--- src/rtl/dmem_pkg.sv ---
// Shared definitions for the latency-configurable data memory: funct3 encodings and FSM states.
package dmem_pkg;

  localparam logic [2:0] F3_B  = 3'b000;
  localparam logic [2:0] F3_H  = 3'b001;
  localparam logic [2:0] F3_W  = 3'b010;
  localparam logic [2:0] F3_BU = 3'b100;
  localparam logic [2:0] F3_HU = 3'b101;

  typedef enum logic [1:0] {
    IDLE = 2'd0,
    WAIT = 2'd1,
    DONE = 2'd2
  } state_t;

endpackage

--- src/rtl/dmem_align.sv ---
// Combinational lane steering for the data memory: store byte mask/data, load
// extraction with sign/zero extension, and the alignment/unsupported-funct3 flags.
module dmem_align
  import dmem_pkg::*;
(
  input  logic [2:0]  be,
  input  logic [1:0]  lo,
  input  logic [31:0] wd,
  input  logic [31:0] word,
  output logic [3:0]  lane_mask,
  output logic [31:0] lane_data,
  output logic [31:0] load_data,
  output logic        misalign,
  output logic        unsupported
);

  logic [7:0]  byte_sel;
  logic [15:0] half_sel;

  assign byte_sel = word[{lo, 3'b000} +: 8];
  assign half_sel = word[{lo[1], 4'b0000} +: 16];

  always_comb begin
    lane_mask   = 4'b0000;
    lane_data   = '0;
    load_data   = '0;
    misalign    = 1'b0;
    unsupported = 1'b0;
    case (be)
      F3_B, F3_BU: begin
        lane_mask = 4'b0001 << lo;
        lane_data = {4{wd[7:0]}};
        load_data = be[2] ? {24'b0, byte_sel} : {{24{byte_sel[7]}}, byte_sel};
      end
      F3_H, F3_HU: begin
        // a[0] is ignored for lane choice; it only matters for the fault flag
        lane_mask = lo[1] ? 4'b1100 : 4'b0011;
        lane_data = {2{wd[15:0]}};
        load_data = be[2] ? {16'b0, half_sel} : {{16{half_sel[15]}}, half_sel};
        misalign  = lo[0];
      end
      F3_W: begin
        lane_mask = 4'b1111;
        lane_data = wd;
        load_data = word;
        misalign  = |lo;
      end
      default: unsupported = 1'b1;
    endcase
  end

endmodule

--- src/rtl/dmem_lat.sv ---
// Data memory with configurable access latency and req/busy/done handshake.
// Optional fault reporting on misaligned accesses: define DMEM_MISALIGN_EN.
module dmem_lat
  import dmem_pkg::*;
#(
  parameter int DEPTH_WORDS = 64,
  parameter int LATENCY     = 2
) (
  input  logic        clk,
  input  logic        reset,
  input  logic        req,
  input  logic        we,
  input  logic [31:0] a,
  input  logic [31:0] wd,
  input  logic [2:0]  be,
  output logic        busy,
  output logic        done,
  output logic [31:0] rd,
  output logic        err
);

  localparam int AW = $clog2(DEPTH_WORDS);
  localparam int CW = (LATENCY > 2) ? $clog2(LATENCY) : 1;
  localparam logic [CW-1:0] CNT_INIT = (LATENCY >= 2) ? CW'(LATENCY - 2) : '0;

  state_t state, state_next;
  logic [CW-1:0] cnt, cnt_next;
  logic accept, commit;

  logic        we_reg;
  logic [AW+1:0] a_reg;
  logic [31:0] wd_reg;
  logic [2:0]  be_reg;

  logic        cur_we;
  logic [AW+1:0] cur_a;
  logic [31:0] cur_wd;
  logic [2:0]  cur_be;
  logic [AW-1:0] cur_idx;

  logic [31:0] mem [DEPTH_WORDS];

  logic [3:0]  lane_mask;
  logic [31:0] lane_data, load_data;
  logic        misalign, unsupported, fault;

  // With LATENCY=1 the commit edge is the accept edge, so the live inputs are used.
  always_comb begin
    if (state == IDLE) begin
      cur_we = we;
      cur_a  = a[AW+1:0];
      cur_wd = wd;
      cur_be = be;
    end else begin
      cur_we = we_reg;
      cur_a  = a_reg;
      cur_wd = wd_reg;
      cur_be = be_reg;
    end
  end

  assign cur_idx = cur_a[AW+1:2];

  always_comb begin
    state_next = state;
    cnt_next   = cnt;
    accept     = 1'b0;
    case (state)
      IDLE: if (req) begin
        accept     = 1'b1;
        cnt_next   = CNT_INIT;
        state_next = (LATENCY == 1) ? DONE : WAIT;
      end
      WAIT: begin
        if (cnt == '0) state_next = DONE;
        else           cnt_next   = cnt - 1'b1;
      end
      DONE:    state_next = IDLE;
      default: state_next = IDLE;
    endcase
  end

  assign commit = (state_next == DONE) && !reset;

  always_ff @(posedge clk or posedge reset) begin
    if (reset) begin
      state  <= IDLE;
      cnt    <= '0;
      busy   <= 1'b0;
      done   <= 1'b0;
      we_reg <= 1'b0;
      a_reg  <= '0;
      wd_reg <= '0;
      be_reg <= '0;
    end else begin
      state <= state_next;
      cnt   <= cnt_next;
      busy  <= (state_next != IDLE);
      done  <= (state_next == DONE);
      if (accept) begin
        we_reg <= we;
        a_reg  <= a[AW+1:0];
        wd_reg <= wd;
        be_reg <= be;
      end
    end
  end

  dmem_align u_align (
    .be          (cur_be),
    .lo          (cur_a[1:0]),
    .wd          (cur_wd),
    .word        (mem[cur_idx]),
    .lane_mask   (lane_mask),
    .lane_data   (lane_data),
    .load_data   (load_data),
    .misalign    (misalign),
    .unsupported (unsupported)
  );

`ifdef DMEM_MISALIGN_EN
  logic err_reg;
  assign fault = unsupported | misalign;
  assign err   = err_reg;

  always_ff @(posedge clk or posedge reset) begin
    if (reset)       err_reg <= 1'b0;
    else if (commit) err_reg <= fault;
  end
`else
  logic unused_misalign;
  assign fault           = unsupported;
  assign err             = 1'b0;
  assign unused_misalign = misalign;
`endif

  // Stores leave rd untouched; loads and faulted accesses overwrite it.
  always_ff @(posedge clk or posedge reset) begin
    if (reset) begin
      rd <= '0;
    end else if (commit && (!cur_we || fault)) begin
      rd <= fault ? '0 : load_data;
    end
  end

  // Array contents survive reset; reset only blocks the pending commit.
  always_ff @(posedge clk) begin
    if (commit && cur_we && !fault) begin
      for (int i = 0; i < 4; i++) begin
        if (lane_mask[i]) mem[cur_idx][8*i +: 8] <= lane_data[8*i +: 8];
      end
    end
  end

  logic unused_addr;
  assign unused_addr = ^a[31:AW+2];

endmodule

--- config.mk ---
export PLATFORM = sky130hd
export DESIGN_NAME = dmem_lat
export DESIGN_NICKNAME = d
export VERILOG_FILES = /design/src/rtl/dmem_pkg.sv /design/src/rtl/dmem_align.sv /design/src/rtl/dmem_lat.sv
export SDC_FILE = /design/constraint.sdc
export NUM_CORES = 2
export LEC_CHECK = 0
export ABC_AREA = 1
export CAP_MARGIN = 10
export CORE_MARGIN = 2
export CORE_UTILIZATION = 52
export CTS_CLUSTER_SIZE = 14
export DETAILED_ROUTE_END_ITERATION = 8
export PLACE_DENSITY = 0.68
export SETUP_SLACK_MARGIN = 0.3
export SYNTH_ARGS = -nofsm -noshare
export SYNTH_HDL_FRONTEND = slang
export SYNTH_SLANG_ARGS = --single-unit
--- constraint.sdc ---
create_clock -name clk -period 13.9 [get_ports clk]
set_clock_uncertainty 0.1 [all_clocks]
set_input_delay 2.78 -clock clk [delete_from_list [all_inputs] [get_ports clk]]
set_output_delay 2.78 -clock clk [all_outputs]
set_load 0.005 [all_outputs]
==> flow_summary.ini <==
[worst_setup_path]
crit_path_max_fanout = 64
critical_path.max_stage_delay_ns = 0.96
timing.setup.critical_path_class = in -> reg
worstSetupStartpointType = primary input
critPathRequiredTime_ns = 14.26
critical_path_arrival_ns = 7.75
crit_path_end_kind = flop
critical_path.cell_chain = clkdlybuf4s50_1 > inv_1 > nand2_1 > o21ai_1 > inv_1 > nand3_2 > inv_2 > nor2_2 > inv_2 > nand2_1 > nor2_2 > o21ai_4 > buf_4 > nor2_1
timing.critical_path.slowest_stage_cell = sky130_fd_sc_hd__nor2_1

[final_layout]
fill_cells = 14500
drive_above_1_share_pct = 5.00
finish.cell_count_without_fillers = 11500
largest_register_ff_count = 2048
fin_nets = 9038
finalInstanceArea_um2 = 101000
area_delta_synth_final_pct = 9.63

[clock_network]
post_cts.repair.setup_buffers = 0
h-tree-depth = 4
cts_sinks = 2127
clock_tree_buf_depth = 3
root_buffer = sky130_fd_sc_hd__clkbuf_16
clk-insertion-delay-late_ns = 0.87
tritoncts = yes
ctsResizeCount = 0
cts.clk_slew.worst_paths_ns = 0.06
hold_buffers = 0
tritoncts.num_buffers = 203

[die]
die_h_um = 424
die_area_um2 = 180000
total_i_o_pin_count = 106
initial_core_util_pct = 52.2
core_area_um2 = 176000
floorplan.rows = 154
chip_width_um = 424

[synthesis]
postSynth.asyncResetShare_pct = 3.71
synthesis.nets = 9125
yosysSeqAreaShare_pct = 69.2
synth.distinct_cells = 32
synthCells = 9054
yosys.area.top_type_share_pct = 67.1
synth-warning-count = 0
avgSynthCellArea_um2 = 10.1
synth.ff_latch_count = 2127
ys_dominant_reg_cell = sky130_fd_sc_hd__edfxtp_1
synth.largest_area_cell = sky130_fd_sc_hd__edfxtp_1
mappedNetlistArea_um2 = 91700
synth_edf_count = 2048
cell_types_occupying_the_most_area_after_synthesis = sky130_fd_sc_hd__edfxtp_1 (67%), sky130_fd_sc_hd__nand2_1 (14%), sky130_fd_sc_hd__nor2_1 (5.2%), sky130_fd_sc_hd__o21ai_0 (4.0%), sky130_fd_sc_hd__inv_1 (2.9%)

[detailed_routing]
dr.first_iter.drc_count = 7946
drt_pass_1_iters = 9
routed_wirelength_mm = 254
num_vias = 63000
drcViolationCount = 27
post_drt_via_cell_ratio = 5.49
detail_route.wl_per_cell_um = 22.1
ant_nets = 0

[timing]
pins_over_slew_limit = 0
post-route-worst-setup-slack_ns = 6.51
maxClockFrequency_mhz = 135
rsz0062_at_grt = false
timing.final.setup_violations = 0
final-hold-violation-count = 0
rel_slew_slack_pct = 22.5
fin_crit_ns = 7.39
transition_time_of_the_tightest_slew_check_pin_ns = 1.16
fin_tns_setup_ns = 0
period_share_pct = 53.1

[placement]
placed_cells = 11100
preCtsSetupSlack_ns = 5.69
place_hpwl_mm = 150
gpl.final_weighted_congestion = 0.919
buffer_ports.inserted = 80
dpl_cell_area_um2 = 94200

[grt]
grt_max_degree = 188
total_gr_overflow = 0
global_route.usage.total_pct = 28.0
grt_first_pass_wirelength_mm = 373
number_of_antenna_violations_at_the_first_check_in_global_routing = 9
first_global_vias = 58400

[outcome]
run_status = finished, violations left
violations = DRC

[min_path]
timing.hold.worst.class = reg -> reg

[pwr]
maximum_vdd_ir_drop_uv = 148
power.density_nw_per_um2 = 168
standby_leakage_power_nw = 40.1
total_power_w = 0.0169

[job]
max-cap-violations = 0
-- cells by family after synthesis --
group | synth area share (%)
and+or+nand+nor | 19.7
DFF | 69.2
buffers and inverters | 5.64
AOI/OAI and AO/OA | 5.45
muxes | 0.0109
other | 0.00409
-- stage by stage --
| step | hold WS, ns | utilization [%] |
|---|---|---|
| CTS | 0.382 | 57.2 |
| finish | 0.380 | 57.2 |
| detailed placement | 0.366 | 53.6 |
| floorplan | 0.341 | - |
| global placement | 0.355 | 53.6 |
| global route | 0.404 | 57.2 |
-- cell type report --
class | count | area (µm²) | share of cell area, %
Inverter | 726 | 2730 | 2.71
Antenna cell | 16 | 40.0 | 0.0398
Timing Repair Buffer | 186 | 1710 | 1.70
Sequential cell | 2127 | 63500 | 63.1
Multi-Input combinational cell | 5723 | 23400 | 23.3
Tap cell | 2340 | 2930 | 2.91
Clock inverter | 116 | 923 | 0.919
Clock buffer | 256 | 5320 | 5.29
-- synth_stat cells (2+ instances only) --
| cell type | count |
|---|---|
| sky130_fd_sc_hd__dfrtp_1 | 79 |
| sky130_fd_sc_hd__nand3b_1 | 4 |
| sky130_fd_sc_hd__o21ai_1 | 186 |
| sky130_fd_sc_hd__o21bai_1 | 4 |
| sky130_fd_sc_hd__buf_6 | 23 |
| sky130_fd_sc_hd__o21ai_0 | 739 |
| sky130_fd_sc_hd__inv_2 | 7 |
| sky130_fd_sc_hd__o211ai_1 | 3 |
| sky130_fd_sc_hd__o21ai_2 | 9 |
| sky130_fd_sc_hd__nor2_1 | 1281 |
| sky130_fd_sc_hd__clkbuf_1 | 120 |
| sky130_fd_sc_hd__nand2_2 | 6 |
| sky130_fd_sc_hd__nand3_1 | 99 |
| sky130_fd_sc_hd__edfxtp_1 | 2048 |
| sky130_fd_sc_hd__nor3_1 | 10 |
| sky130_fd_sc_hd__nor2_4 | 2 |
| sky130_fd_sc_hd__inv_1 | 719 |
| sky130_fd_sc_hd__nor2_2 | 7 |
| sky130_fd_sc_hd__o22ai_1 | 10 |
| sky130_fd_sc_hd__a21oi_1 | 27 |
| sky130_fd_sc_hd__a221o_1 | 4 |
| sky130_fd_sc_hd__nand2_1 | 3318 |
| sky130_fd_sc_hd__buf_4 | 52 |
| sky130_fd_sc_hd__buf_1 | 64 |
| sky130_fd_sc_hd__nand4_1 | 10 |
| sky130_fd_sc_hd__buf_2 | 217 |
-- final timing paths --
path,from,to,slack (ns),depth (start not counted)
min in group asynchronous,reset,state[0],2.05,2
worst max register to register,done,mem[26][19],7.77,13
worst min-delay path,rd[13],rd[13],0.38,2
max in group asynchronous,reset,rd[11],10.51,3
worst min register to register,rd[13],rd[13],0.38,2
worst max-delay path,be[1],mem[26][19],6.51,14
-- layer usage --
layer	up-vias	routed length [µm]	share of wire [%]	global-route usage, %
li1	29300	-	-	-
met1	30000	99400	39	37.5
met2	3153	114000	45	42.9
met3	592	27000	11	6.34
met4	8	14300	5.6	14.9
met5	-	103	0.040	0
-- cell usage in the layout (no fill, tap or decap), drive strengths merged, types with 16 or more instances in the layout --
master	Yosys	routed
nand2	3324	3324
edfxtp	2048	2048
nor2	1290	1290
o21ai	934	934
inv	726	732
clkbuf	121	256
buf	357	106
nand3	100	100
clkinv	0	97
clkdlybuf4s50	0	80
dfrtp	79	79
a21oi	27	27
diode	0	16
-- where the power goes --
part	leakage, nW	internal [W]	switching [W]
clock network	3.07	0.00291	0.00237
logic	17.3	0.000859	0.00307
registers	19.7	0.00764	0.0000412
-- worst max-delay path: cells and delay by family --
family	cells	cell delay, ns
AOI/OAI and AO/OA	2	0.20
buffers and inverters	6	2.07
and+or+nand+nor	6	2.63
No activity file was read; power rests on OpenSTA's default activity.
